--- src/rtl/keypad_scan.sv ---
// 4x4 keypad scanner/debouncer: drives one-hot active-low columns, debounces whole-matrix scans, publishes ASCII key.
// Outputs update 2 clocks after the column-3 sample edge; no backpressure. Define KEYPAD_SYNC_EN to add a 2-flop row synchronizer.
module keypad_scan #(
  parameter int SCAN_DIV       = 50000,
  parameter int DEBOUNCE_SCANS = 4
) (
  input  logic       clk,
  input  logic       rst,
  input  logic [3:0] row,
  output logic [3:0] col,
  output logic [7:0] key,
  output logic       pressed,
  output logic       key_strobe
);

  localparam int DW = $clog2(SCAN_DIV);
  localparam int SW = (DEBOUNCE_SCANS > 1) ? $clog2(DEBOUNCE_SCANS) : 1;
  localparam logic [4:0] NONE = 5'h10;
  localparam logic [7:0] LEGEND [16] = '{
    8'h31, 8'h32, 8'h33, 8'h41, 8'h34, 8'h35, 8'h36, 8'h42,
    8'h37, 8'h38, 8'h39, 8'h43, 8'h2A, 8'h30, 8'h23, 8'h44
  };

  logic [3:0]    row_smp;
  logic [DW-1:0] dwell;
  logic [1:0]    col_idx;
  logic [11:0]   snap_part;
  logic [15:0]   snap;
  logic          snap_vld;
  logic [4:0]    enc;
  logic [4:0]    code;
  logic          code_vld;
  logic [4:0]    prev_code;
  logic [4:0]    acc_code;
  logic [SW-1:0] stable;
  logic [SW-1:0] stable_nxt;
  logic          accept;
  logic          sample;

`ifdef KEYPAD_SYNC_EN
  logic [3:0] row_s1;
  logic [3:0] row_s2;

  always_ff @(posedge clk) begin
    row_s1 <= row;
    row_s2 <= row_s1;
  end

  assign row_smp = row_s2;
`else
  assign row_smp = row;
`endif

  assign sample = (dwell == DW'(SCAN_DIV - 1));
  assign col    = ~(4'b0001 << col_idx);

  // Snapshot bit 4c+r holds row r seen while column c was driven.
  always_ff @(posedge clk) begin
    if (rst) begin
      dwell     <= '0;
      col_idx   <= '0;
      snap_part <= '0;
      snap      <= '0;
      snap_vld  <= 1'b0;
    end else begin
      snap_vld <= 1'b0;
      if (sample) begin
        dwell   <= '0;
        col_idx <= col_idx + 2'd1;
        if (col_idx == 2'd3) begin
          snap     <= {~row_smp, snap_part};
          snap_vld <= 1'b1;
        end else begin
          snap_part[{col_idx, 2'b00} +: 4] <= ~row_smp;
        end
      end else begin
        dwell <= dwell + DW'(1);
      end
    end
  end

  // Key index is row*4+col; lowest index wins when several keys are down.
  always_comb begin
    enc = NONE;
    for (int r = 3; r >= 0; r--) begin
      for (int c = 3; c >= 0; c--) begin
        if (snap[c*4 + r]) enc = 5'(r*4 + c);
      end
    end
  end

  always_ff @(posedge clk) begin
    if (rst) begin
      code     <= NONE;
      code_vld <= 1'b0;
    end else begin
      code_vld <= snap_vld;
      if (snap_vld) code <= enc;
    end
  end

  always_comb begin
    stable_nxt = '0;
    if (code == prev_code) begin
      stable_nxt = (stable == SW'(DEBOUNCE_SCANS - 1)) ? stable : stable + SW'(1);
    end
    accept = code_vld && (stable_nxt == SW'(DEBOUNCE_SCANS - 1)) && (code != acc_code);
  end

  always_ff @(posedge clk) begin
    if (rst) begin
      prev_code  <= NONE;
      acc_code   <= NONE;
      stable     <= '0;
      key        <= 8'h00;
      pressed    <= 1'b0;
      key_strobe <= 1'b0;
    end else begin
      key_strobe <= 1'b0;
      if (code_vld) begin
        prev_code <= code;
        stable    <= stable_nxt;
        if (accept) begin
          acc_code <= code;
          if (code == NONE) begin
            pressed <= 1'b0;
          end else begin
            key        <= LEGEND[code[3:0]];
            pressed    <= 1'b1;
            key_strobe <= 1'b1;
          end
        end
      end
    end
  end

endmodule

--- config.mk ---
export PLATFORM = sky130hd
export DESIGN_NAME = keypad_scan
export DESIGN_NICKNAME = d
export VERILOG_FILES = /design/src/rtl/keypad_scan.sv
export SDC_FILE = /design/constraint.sdc
export NUM_CORES = 1
export LEC_CHECK = 0
export BUFFER_PORTS_ARGS = -buffer_cell sky130_fd_sc_hd__buf_2
export CORE_AREA = 5 5 109 85
export DETAILED_ROUTE_END_ITERATION = 6
export DIE_AREA = 0 0 114 90
export HOLD_SLACK_MARGIN = 0.12
export MAX_ROUTING_LAYER = met4
export PLACE_DENSITY_LB_ADDON = 0.05
export SLEW_MARGIN = 15
export SYNTH_ARGS = -nofsm -noshare
export SYNTH_HDL_FRONTEND = slang
export SYNTH_SLANG_ARGS = --single-unit
export TNS_END_PERCENT = 50
--- constraint.sdc ---
create_clock -name clk -period 3.6 [get_ports clk]
set_clock_uncertainty 0.2 [all_clocks]
set_input_delay 0.18 -clock clk [delete_from_list [all_inputs] [get_ports clk]]
set_output_delay 0.18 -clock clk [all_outputs]
set_load 0.03 [all_outputs]
## Word level (Yosys, flattened, before mapping)

Memories as Yosys holds them, arrays and structs flattened. A register that Yosys moved wholly into a read port is not among the register bits.
Cells that the tools add are included.

| cells by class | value |
|---|---|
| add/sub/neg operators | 4 |
| equal/unequal tests | 7 |
| shift-type cells | 3 |
| multiplexer cells | 21 |
| bitwise logic cells | 8 |
| reduce and logical (&&, ||, !) cells | 9 |

Operators by type and width:

| operator | count |
|---|---|
| $mux 5 | 16 |
| $add 16x1->16 const B | 1 |
| $eq 16x16->1 const B | 1 |
| $bwmux 12 | 1 |
| $shift 4x6->12 const A | 1 |
| $shiftx 4x6->12 | 1 |
| $not 4->4 | 2 |
| $eq 2x2->1 const B | 3 |
| $neg 4->6 | 1 |
| $reduce_and 2->1 | 3 |
| $eq 5x5->1 | 1 |
| $eq 5x5->1 const B | 1 |
| $ne 5x5->1 | 1 |
| $not 1->1 | 5 |
| $not 4->5 | 1 |
| $add 2x1->2 const B | 2 |
| $mux 2 | 2 |
| $reduce_or 2->1 | 2 |
| $shl 1x2->4 const A | 1 |
| $reduce_and 3->1 | 1 |
| $reduce_or 3->1 | 1 |
| $logic_and 1x1->1 | 2 |
| $mux 1 | 2 |

| word-level totals | value |
|---|---|
| bits in registers | 67 |
| memory bits (read-only) | 128 |
| output and inout port bits | 14 |
| word-level logic and storage cells | 65 |
| memories | 1 |

Memories:

| memory | words | width | read ports | clocked after Yosys merged registers in | write ports | line | RTL |
|---|---|---|---|---|---|---|---|
| (name not given) | 16 | 8 | 1 | 1 | 0 | 128 | `key <= LEGEND[code[3:0]];` |

## Longest topological paths before layout

| depth | value |
|---|---|
| depth in word-level cells | 16 |
| depth in mapped cells | 8 |
| mapped depth without buffers | 7 |

## Least setup slack after synthesis

Ideal clock, no wire load.

| timing path | value |
|---|---|
| path type | reg-to-reg |
| from | register code[0] |
| to | register key[3] |
| setup time | 0.087 ns |
| arrival | 1.704 ns |
| setup slack | 1.609 ns |
| stages on the path, launching flop included | 7 |
| buffers on the path | 0 |
| clock period less this slack | 1.991 ns |
| cell sequence | dfxtp_1 -> inv_1 -> ha_1 -> nor4bb_1 -> a311oi_2 -> nand2_1 -> o31ai_1 |

| on the way | value |
|---|---|
| longest elaborated chain between the ends | 6 |
| elaborated cells on any way between the ends | 10 |

RTL lines:

| item | line | RTL |
|---|---|---|
| start, declared | 31 | `logic [4:0] code;` |
| start signal, assigned | 98 | `if (snap_vld) code <= enc;` |
| $eq 5x5->1 | 104 | `if (code == prev_code) begin` |
| $mux 2 | 104 |  |
| $eq 2x2->1 | 107 | `accept = code_vld && (stable_nxt == SW'(DEBOUNCE_SCANS - 1)) && (code != acc_code);` |
| $logic_and 1x1->1 (2 in series) | 107 |  |
| $reduce_and 3->1 (no source line) | n/a |  |
| end, declared | 11 | `output logic [7:0] key,` |

Several ways; a longest one is shown, not always the timed one.
A chain may end at the register's enable or synchronous reset.

## Worst setup path in the final report

| timing path | value |
|---|---|
| from | register code[1] |
| to | register key[3] |

The elaborated chain is that of the path after synthesis.

==> report_table.html <==
<table>
<tr><th>Metric</th><th>Value</th></tr>
<tr><th colspan="2">Layout</th></tr>
<tr><td>Antenna Cells</td><td>0</td></tr>
<tr><td>Final cell utilization of the core</td><td>47.65%</td></tr>
<tr><td>Multi-input combinational cell area</td><td>1928 µm²</td></tr>
<tr><td>Sequential cell area</td><td>1481 µm²</td></tr>
<tr><td>Filler cell count</td><td>815</td></tr>
<tr><td>Area Overhead vs Synth</td><td>9.510%</td></tr>
<tr><td>Number of nets in the finished design</td><td>434</td></tr>
<tr><td>Layout cells sized above 1</td><td>10.26%</td></tr>
<tr><th colspan="2">CTS</th></tr>
<tr><td>Clock transition at the registers of the reported paths</td><td>0.07 ns</td></tr>
<tr><td>TritonCTS Sinks</td><td>74</td></tr>
<tr><td>Buffer count from post-CTS setup fixing</td><td>0</td></tr>
<tr><td>Clock tree from TritonCTS</td><td>done</td></tr>
<tr><td>CTS Root Cell</td><td>clkbuf_8</td></tr>
<tr><td>Clock Tree Buf Depth</td><td>2</td></tr>
<tr><td>Number of H-tree levels</td><td>3</td></tr>
<tr><td>Clock latency on the worst-skew pair</td><td>0.34 ns</td></tr>
<tr><td>Total CTS buffers</td><td>9</td></tr>
<tr><th colspan="2">STA</th></tr>
<tr><td>Post-Route Setup TNS</td><td>0 ns</td></tr>
<tr><td>Relative slew slack</td><td>57.58%</td></tr>
<tr><td>Unrepaired setup endpoints after global routing</td><td>no</td></tr>
<tr><td>Highest clock rate</td><td>0.3961 GHz</td></tr>
<tr><td>Transition time at the pin with the least slew margin</td><td>0.6363 ns</td></tr>
<tr><td>Post-route worst setup slack</td><td>1.075 ns</td></tr>
<tr><td>Max-slew violation count</td><td>0</td></tr>
<tr><td>Share of the clock period used by the worst path</td><td>70.13%</td></tr>
<tr><td>Final-layout worst hold slack</td><td>0.1476 ns</td></tr>
<tr><td>Period minus WS final</td><td>2.525 ns</td></tr>
<tr><td>Final number of hold-violating endpoints</td><td>0</td></tr>
<tr><td>Setup-failing EPs final</td><td>0</td></tr>
<tr><th colspan="2">GRT</th></tr>
<tr><td>Global-route wire length before repair</td><td>12920 µm</td></tr>
<tr><td>Pin count of the biggest net entering global routing</td><td>37</td></tr>
<tr><td>Antenna violations before repair</td><td>0</td></tr>
<tr><td>Overall track demand over capacity in global routing</td><td>16.01%</td></tr>
<tr><td>Overflow left after global routing</td><td>0</td></tr>
<tr><td>Vias in the first global route</td><td>2507</td></tr>
<tr><th colspan="2">Yosys</th></tr>
<tr><td>Total of flip-flops plus latches after synthesis</td><td>74</td></tr>
<tr><td>Synth area leaders</td><td>dfxtp_1, mux2i_1, nor2_1</td></tr>
<tr><td>Most frequent cells after synthesis</td><td>dfxtp_1, nor2_1, nand2_1</td></tr>
<tr><td>Netlist Area Pre-Place</td><td>3552 µm²</td></tr>
<tr><td>Top_reg_cell synth</td><td>dfxtp_1</td></tr>
<tr><td>Number of synthesis warnings</td><td>0</td></tr>
<tr><td>Number of distinct library cells after synthesis</td><td>51</td></tr>
<tr><td>Per-instance average area after synthesis</td><td>8.858 µm²</td></tr>
<tr><td>Net Count, Synth</td><td>418</td></tr>
<tr><td>Sequential-to-total area share from yosys stat</td><td>41.70%</td></tr>
<tr><td>Count of flip-flops with a built-in enable after synthesis</td><td>0</td></tr>
<tr><td>Top cell type by total area after synthesis</td><td>dfxtp_1</td></tr>
<tr><td>Most used standard cell by instance count after synthesis</td><td>dfxtp_1</td></tr>
<tr><td>Gate count after technology mapping</td><td>401</td></tr>
<tr><td>Share of flip-flops with an asynchronous set or reset after synthesis</td><td>0%</td></tr>
<tr><td>Fraction of post-synthesis cell area in the top cell type by area</td><td>41.70%</td></tr>
<tr><th colspan="2">Power and ir drop</th></tr>
<tr><td>Overall power of the completed layout</td><td>1374 µW</td></tr>
<tr><td>Max IR drop VDD</td><td>0.2438 mV</td></tr>
<tr><td>PD cells</td><td>353.2 nW/µm²</td></tr>
<tr><td>LEAKAGE</td><td>0.001382 µW</td></tr>
<tr><th colspan="2">Worst setup path</th></tr>
<tr><td>Worst endpoint required time</td><td>3.66 ns</td></tr>
<tr><td>Logic depth of the worst setup path including buffers</td><td>6</td></tr>
<tr><td>Cell chain of the critical path</td><td>inv_1 &gt; ha_1 &gt; nor4bb_1 &gt; a311oi_2 &gt; nand2_1 &gt; o31ai_1</td></tr>
<tr><td>Startpoint Class</td><td>flip-flop</td></tr>
<tr><td>Crit end category</td><td>flip-flop</td></tr>
<tr><td>Cell with the largest stage delay on the worst path</td><td>dfxtp_1</td></tr>
<tr><td>Total buffers and inverters traversed by the critical path</td><td>1</td></tr>
<tr><td>Top fanout value on the critical path</td><td>9</td></tr>
<tr><td>FF-to-FF path depth</td><td>6</td></tr>
<tr><td>Arrival time at the worst endpoint</td><td>2.58 ns</td></tr>
<tr><td>Setup CP Type</td><td>reg -&gt; reg</td></tr>
<tr><td>Kind of cell adding the most delay to the critical path</td><td>compound AO/OA/AOI/OAI gates</td></tr>
<tr><td>Crit path largest cell delay</td><td>0.59 ns</td></tr>
<tr><th colspan="2">Floorplanning</th></tr>
<tr><td>Die footprint</td><td>10260 µm²</td></tr>
<tr><td>Vert. Die Dim</td><td>90 µm</td></tr>
<tr><td>IO Count</td><td>20</td></tr>
<tr><td>Initial Util</td><td>43.51%</td></tr>
<tr><td>Core Box Area</td><td>8164 µm²</td></tr>
<tr><td>Number of cell rows</td><td>29</td></tr>
<tr><td>Die width</td><td>114 µm</td></tr>
<tr><th colspan="2">Routing</th></tr>
<tr><td>Antenna viol nets, final</td><td>0</td></tr>
<tr><td>DRC violations left</td><td>0</td></tr>
<tr><td>First-pass detailed-route iteration total</td><td>4</td></tr>
<tr><td>Per-cell via count in the routed design</td><td>5.167</td></tr>
<tr><td>Total via count after detailed routing</td><td>2723</td></tr>
<tr><td>Final wirelength</td><td>7358 µm</td></tr>
<tr><td>Wire length per cell after detailed routing</td><td>13.96 µm</td></tr>
<tr><td>Count of routing violations after the opening detailed-route iteration</td><td>203</td></tr>
<tr><th colspan="2">Place</th></tr>
<tr><td>Minimum setup slack after placement</td><td>1.124 ns</td></tr>
<tr><td>Final GP Congestion</td><td>0.7718</td></tr>
<tr><td>Number of port buffers</td><td>18</td></tr>
<tr><td>Post-DP HPWL</td><td>5174 µm</td></tr>
<tr><th colspan="2">Run status</th></tr>
<tr><td>Run status</td><td>complete, no violations</td></tr>
<tr><th colspan="2">Min path</th></tr>
<tr><td>Classification of the worst-slack hold path</td><td>in -&gt; reg</td></tr>
<tr><td>Cell depth of the worst min-delay path</td><td>2</td></tr>
<tr><th colspan="2">Flow run</th></tr>
<tr><td>Max Cap Viol</td><td>0</td></tr>
</table>
## final cells by class
type	instances	share of cell area [%]
sequential	74	38.08
clock buffer	12	3.474
inverter	16	1.544
timing repair buffer	24	3.731
tap	108	3.474
clock inverter	1	0.1287
multi-input combinational	292	49.57
## path summary, 6_finish.rpt
path / startpoint / end / slack [ns]
max reg2reg: code[1] / key[3] / 1.08
min reg2reg: snap_part[2] / snap[2] / 0.26
min: rst / dwell[2] / 0.15
max: code[1] / key[3] / 1.08
## per-layer routing
layer	up-vias	wire length, µm	track usage, %
li1	1406	-	-
met1	1272	3928	22.89
met5	-	0	-
met2	38	3055	21.78
met3	7	313	4.497
met4	0	61	4.748
## registers in the layout, indices dropped and copies added, names as in the netlist
register    flops
code            5
snap_part      12
dwell          16
code_vld        1
key             7
prev_code       5
acc_code        5
stable          2
key_strobe      1
col_idx         2
pressed         1
snap_vld        1
snap           16
## report_power, final
part	internal (µW)	total, µW	switching [µW]
logic	11.0	32.7	21.7
clock network	239	517	278
registers	821	824	3.41
total	1070	1370	303
## kinds of logic (layout without fill, tap and decap cells)
kind of cell / after synthesis / after routing / synth area share [%]
multiplexers: 25 / 25 / 7.045
AO/OA/AOI/OAI: 62 / 62 / 11.31
XOR/XNOR: 26 / 26 / 6.411
other: 1 / 1 / 0.1056
adder cells (fa/ha/maj): 11 / 11 / 3.875
flip-flops: 74 / 74 / 41.70
buffers and inverters: 35 / 53 / 4.016
AND/OR/NAND/NOR: 167 / 167 / 25.54
## layout by cell type (no fill, tap or decap), drive strengths merged, types with 4 or more instances in the layout
master,synthesis,final
ha,11,11
nand4,4,4
nand3,14,14
nand2,36,36
nor3,6,6
mux2i,25,25
dfxtp,74,74
buf,9,20
o21ai,8,8
xnor2,8,8
clkbuf,10,12
nor4,7,7
nor2,63,63
dlygate4sd3,0,4
xor2,18,18
a21oi,31,31
nand2b,11,11
and4,4,4
a211oi,8,8
inv,16,16
and3,6,6
## through the flow
| step | instances | instance area [µm²] |
|---|---|---|
| 3_3_place_gp | 510 | 3710 |
| 4_1_cts | 527 | 3890 |
| 2_1_floorplan | 401 | 3552 |
| 3_5_place_dp | 510 | 3710 |
| 5_1_grt | 527 | 3890 |
| 6_report | 527 | 3890 |
## timing repair
item	CTS	global route
hold buffers	4	0
endpoints found under the setup margin	0	0
hold endpoints to repair	16	0
gates resized for setup	0	0
No activity file was read; power rests on OpenSTA's default activity.
